===== src/rtl/if2_fetch_queue.sv =====
// if2_fetch_queue: fetch stage 2 line queue.
// Holds up to DEPTH fetch lines from IF1 and hands them to ID one
// instruction per cycle over a valid/ready handshake. A line fetched for an
// unaligned PC starts at its slot, so earlier instructions are skipped.
// Flush and branch redirect both empty the queue and drop the input beat.
module if2_fetch_queue #(
    parameter int FETCH_W = 2,
    parameter int DEPTH   = 4,
    parameter int PC_W    = 32,
    parameter int INST_W  = 32
) (
    input  logic                      clk,
    input  logic                      rst,
    input  logic                      flush,
    input  logic                      br_e,
    input  logic                      in_valid,
    output logic                      in_ready,
    input  logic [PC_W-1:0]           in_pc,
    input  logic [FETCH_W*INST_W-1:0] in_line,
    output logic                      out_valid,
    input  logic                      out_ready,
    output logic [PC_W-1:0]           out_pc,
    output logic [INST_W-1:0]         out_inst
);

    localparam int SLOT_W = (FETCH_W > 1) ? $clog2(FETCH_W) : 0;
    // Slot registers keep at least one bit; with one slot per line they stay 0.
    localparam int HS_W   = (SLOT_W > 0) ? SLOT_W : 1;
    localparam int PTR_W  = $clog2(DEPTH);
    localparam int CNT_W  = PTR_W + 1;
    localparam int LINE_W = FETCH_W * INST_W;

    localparam logic [HS_W-1:0]  LAST_SLOT = HS_W'(FETCH_W - 1);
    localparam logic [PC_W-1:0]  LOW_MASK  = PC_W'(FETCH_W * 4 - 1);
    localparam logic [CNT_W-1:0] FULL_CNT  = CNT_W'(DEPTH);
    localparam logic [CNT_W-1:0] ONE_CNT   = CNT_W'(1);

    logic [PC_W-1:0]   pc_mem   [DEPTH];
    logic [LINE_W-1:0] line_mem [DEPTH];

    logic [PTR_W-1:0] wr_ptr;
    logic [PTR_W-1:0] rd_ptr;
    logic [PTR_W-1:0] rd_next;
    logic [CNT_W-1:0] count;
    logic [HS_W-1:0]  head_slot;
    logic [HS_W-1:0]  in_slot;
    logic [HS_W-1:0]  next_slot;

    logic clear;
    logic push;
    logic pop;
    logic deq;

    logic [PC_W-1:0]   head_pc;
    logic [LINE_W-1:0] head_line;

    // Slot index of the first wanted instruction inside a line.
    function automatic logic [HS_W-1:0] slot_of(input logic [PC_W-1:0] pc);
        return HS_W'(pc >> 2) & LAST_SLOT;
    endfunction

    assign clear     = flush | br_e;
    assign in_ready  = (count != FULL_CNT);
    assign out_valid = (count != '0);
    assign push      = in_valid & in_ready & ~clear;
    assign pop       = out_valid & out_ready & ~clear;
    assign deq       = pop & (head_slot == LAST_SLOT);
    assign rd_next   = rd_ptr + PTR_W'(1);
    assign in_slot   = slot_of(in_pc);

    // Start slot of whichever line becomes head after the current one leaves.
    always_comb begin
        next_slot = '0;
        if (count > ONE_CNT) begin
            next_slot = slot_of(pc_mem[rd_next]);
        end else if (push) begin
            next_slot = in_slot;
        end else begin
            next_slot = '0;
        end
    end

    // Head instruction selection; outputs read as zero while the queue is empty.
    always_comb begin
        head_pc   = pc_mem[rd_ptr];
        head_line = line_mem[rd_ptr];
        out_pc    = '0;
        out_inst  = '0;
        if (out_valid) begin
            out_pc   = (head_pc & ~LOW_MASK) | (PC_W'(head_slot) << 2);
            out_inst = head_line[int'(head_slot) * INST_W +: INST_W];
        end else begin
            out_pc   = '0;
            out_inst = '0;
        end
    end

    // Pointers, occupancy and head-slot tracking.
    always_ff @(posedge clk or posedge rst) begin
        if (rst) begin
            wr_ptr    <= '0;
            rd_ptr    <= '0;
            count     <= '0;
            head_slot <= '0;
        end else if (clear) begin
            wr_ptr    <= '0;
            rd_ptr    <= '0;
            count     <= '0;
            head_slot <= '0;
        end else begin
            if (push) begin
                wr_ptr <= wr_ptr + PTR_W'(1);
            end
            if (deq) begin
                rd_ptr <= rd_next;
            end
            count <= count + CNT_W'(push) - CNT_W'(deq);
            if (deq) begin
                head_slot <= next_slot;
            end else if (pop) begin
                head_slot <= head_slot + HS_W'(1);
            end else if (push && (count == '0)) begin
                head_slot <= in_slot;
            end
        end
    end

    // Line storage, written on every accepted push.
    always_ff @(posedge clk or posedge rst) begin
        if (rst) begin
            for (int i = 0; i < DEPTH; i++) begin
                pc_mem[i]   <= '0;
                line_mem[i] <= '0;
            end
        end else if (push) begin
            pc_mem[wr_ptr]   <= in_pc;
            line_mem[wr_ptr] <= in_line;
        end
    end

endmodule


===== config.mk =====
export PLATFORM = sky130hd
export DESIGN_NAME = if2_fetch_queue
export DESIGN_NICKNAME = d
export VERILOG_FILES = /design/src/rtl/if2_fetch_queue.sv
export SDC_FILE = /design/constraint.sdc
export NUM_CORES = 1
export LEC_CHECK = 0
export BUFFER_PORTS_ARGS = -buffer_cell sky130_fd_sc_hd__buf_4
export CORE_UTILIZATION = 54
export DETAILED_ROUTE_END_ITERATION = 6
export MAX_ROUTING_LAYER = met4
export PLACE_DENSITY = 0.8
export SYNTH_ARGS = -nofsm -noshare
export SYNTH_HDL_FRONTEND = slang
export SYNTH_SLANG_ARGS = --single-unit

===== constraint.sdc =====
create_clock -name clk -period 14.3 [get_ports clk]
set_clock_uncertainty 0.15 [all_clocks]
set_input_delay 2.86 -clock clk [delete_from_list [all_inputs] [get_ports clk]]
set_output_delay 2.86 -clock clk [all_outputs]
set_load 0.02 [all_outputs]

==> results.md <==
* Async set or reset register ratio after synthesis at 1.000
* # DRC at 0
* YS warnings at 0
* Setup_tns at 0 ns
* Fin. Hold Viols at 0
* Via Count at 9752
* Chip height at roughly 190 µm
* Flop2flop setup slack at 11.09 ns
* Switching share of power at 0.2282
* Synth Cell Area at about 19000 µm²
* Min-delay worst type: register to register
* Power Internal at ~2.1 mW
* Number of port buffers at 163
* WP data required at 11.29 ns
* Cell variety after synth at 32
* Sequence of cells on the critical path: buf_4, mux4_2, mux2i_1, nor2_1, buf_4
* Seq pwr share at 0.474
* Clock root buffer: clkbuf_16
* Worst setup EP type: output port
* Maximum root-to-sink buffer count at 3
* Layout cells sized above 1 at 0.5759
* Post-synth EDFFs at 0
* Max Transition Viols Final at 0
* P per Cell Area at between 100 and 150 nW/µm²
* Die width at 188.3 µm
* Commonest non-fill, non-tap cells in the layout: dfrtp_1, mux2_4, buf_4
* Seq cells post-synth at 384
* Final period util at 0.4664
* Final worst setup slack at around 7.6 ns
* RSZ-0062 raised after global routing: no
* DR WL/cell at between 20 and 25 µm
* Worst-Skew Late Latency at between 0.5 and 0.6 ns
* Family with the most delay on the worst path: flip-flops
* Row Count at 67
* CP Class: register to output port
* WHS Path Cells at 1
* Maximum VDD drop at 0.1094 mV
* Register Area at 9618 µm²
* Worst R2R Start: count[1]$_DFF_PP0_
* GP Congestion at 0.7227
* # nets final at roughly 1300
* Avg Cell Area, Syn at 17.40 µm²
* I/O pin count at about 170
* Clock share of power at 0.390
* CP arrival at approximately 3.7 ns
* Rel. slew slack at 0.2126
* First-pass GRT wire length at 61520 µm
* Total power at ~2.8 mW
* Setup violators final at 0
* Gr ovfl total at 0
* Sinks on the clock net at 384
* CTS tree: yes
* PostCTS Resize Cnt at 0
* Worst slack, placed at 8.100 ns
* Vias in the first global route at 10910
* Max Cap Viol at 0
* Post-CTS Setup Bufs at 0
* Pin count of the biggest net entering global routing at ~160
* Total CTS buffers at between 40 and 50
* Gate power share at 0.136
* Fmax at 0.1499 GHz
* Slowest CP cell: dfrtp_4
* Final min period at 6.669 ns
* Mapped Cells at 1077
* Htree depth at 2
* Path depth of the worst reg2reg path at 11
* Antenna-violating nets left at 0
* Worst Max-Slew Pin Slew at 1.180 ns
* Sequential element share of the synthesized area at 0.5128
* Worst hold endpoint: line_mem[116]$_DFFE_PP0P_
* Worst Min Path Start: line_mem[116]$_DFFE_PP0P_
* Critical Path Max Stage Delay at 1.10 ns
* Area of the multi-input gates at 8272 µm²
* Core area at ~34000 µm²
* Crit-path most repeated cell: buf_4
* CTS Hold Buffers Added at 0
* Worst R2R End: count[2]$_DFF_PP0_
* Net switching power at 0.6276 mW
* Core Util, Final at 0.6245
* Starting Density at 0.5533
* DP HPWL at 20130 µm
* Worst Setup Start Kind: register
* Commonest non-fill, non-tap cell in the layout: dfrtp_1
* Vias per Instance at 5.753
* First-pass detailed-route iteration total at 4
* Total GRT Usage at 0.2273
* Critical path buffer and inverter count at 2
* WL final at 37360 µm
* Filler cell count at 2452
* Commonest register cell after synthesis: dfrtp_1
* Leakage Power at 10.43 nW
* CP max FO at 51
* Status: complete, no violations
* Area Overhead vs Synth at 12.87%
* Clk pin slew, worst setup/hold paths at ~0.06 ns
* Initial antenna violation count at 1
* Initial DRC count at 487
* DIE AREA at between 30000 and 40000 µm²
-- power groups by stage --
stage	combinational, mW	sequential (mW)	clock (mW)
finish	0.375	1.30	1.07
detailed placement	0.379	1.32	0
CTS	0.380	1.30	1.10
global route	0.407	1.32	1.14
floorplan	0.305	1.29	0
global placement	0.364	1.31	0
-- synthesized netlist by cell type (9+ instances only) --
library cell	instances	area [µm²]
mux2_2	137	1543
dfrtp_1	384	9609
buf_2	13	65.06
and2_1	31	193.9
mux2_4	240	3603
clkbuf_1	10	37.54
mux4_2	94	2117
buf_4	15	112.6
inv_1	10	37.54
buf_12	29	580.6
mux2i_1	32	320.3
nor2_1	38	142.6
buf_1	9	33.78
-- per-layer routing --
metal  global-route usage  up-vias  wire (µm)
li1                     -     4216          -
met5                    -        -          0
met4              0.05566        0        638
met3              0.04843       52       1865
met1               0.3085     5285      16980
met2               0.3511      199      17870
-- worst max path at each step --
stage / startpoint / end / slack (ns) / cells past startpoint
global route: rd_ptr[0]$_DFFE_PP0P_ / out_inst[0] / 7.30 / 5
CTS: rd_ptr[0]$_DFFE_PP0P_ / out_inst[5] / 7.50 / 5
finish: rd_ptr[0]$_DFFE_PP0P_ / out_inst[12] / 7.63 / 5
global placement: rd_ptr[0]$_DFFE_PP0P_ / out_inst[6] / 8.09 / 5
floorplan: rst / count[0]$_DFF_PP0_ / 0.62 / 1
detailed placement: rd_ptr[0]$_DFFE_PP0P_ / out_inst[5] / 8.10 / 5
-- sequential cells by signal, summed over array words and instances, names as in the netlist --
signal     cells
count          3
head_slot      1
line_mem     256
pc_mem       120
rd_ptr         2
wr_ptr         2
-- layout make-up --
class | instances | share of cell area
clock inverter | 14 | 0.005975
tap | 448 | 0.02650
antenna | 2 | 0.0002366
multi-input combinational | 608 | 0.3911
clock buffer | 60 | 0.05874
sequential | 384 | 0.4547
inverter | 10 | 0.002130
timing repair buffer | 169 | 0.06058
-- cells by family (layout without fill, tap and decap cells) --
kind of cell / after synthesis / in the layout / share of synthesized area
buf+inv: 86 / 253 / 0.04627
compound gates: 5 / 5 / 0.001535
fa+ha+maj: 8 / 8 / 0.005742
other cells: 1 / 4 / 0.0002001
xor+xnor: 4 / 4 / 0.001870
simple gates: 86 / 86 / 0.02684
flops: 384 / 384 / 0.5128
mux: 503 / 503 / 0.4047
-- through the flow --
step           cell area (µm²)  instances  hold slack [ns]
6_report                 21150       1695           0.3476
5_1_grt                  21150       1694           0.3611
4_1_cts                  21150       1693           0.3517
3_5_place_dp             19780       1619           0.3369
3_3_place_gp             19780       1619           0.3317
2_1_floorplan            18740       1078           0.3238
(Power assumes the default switching activity.)
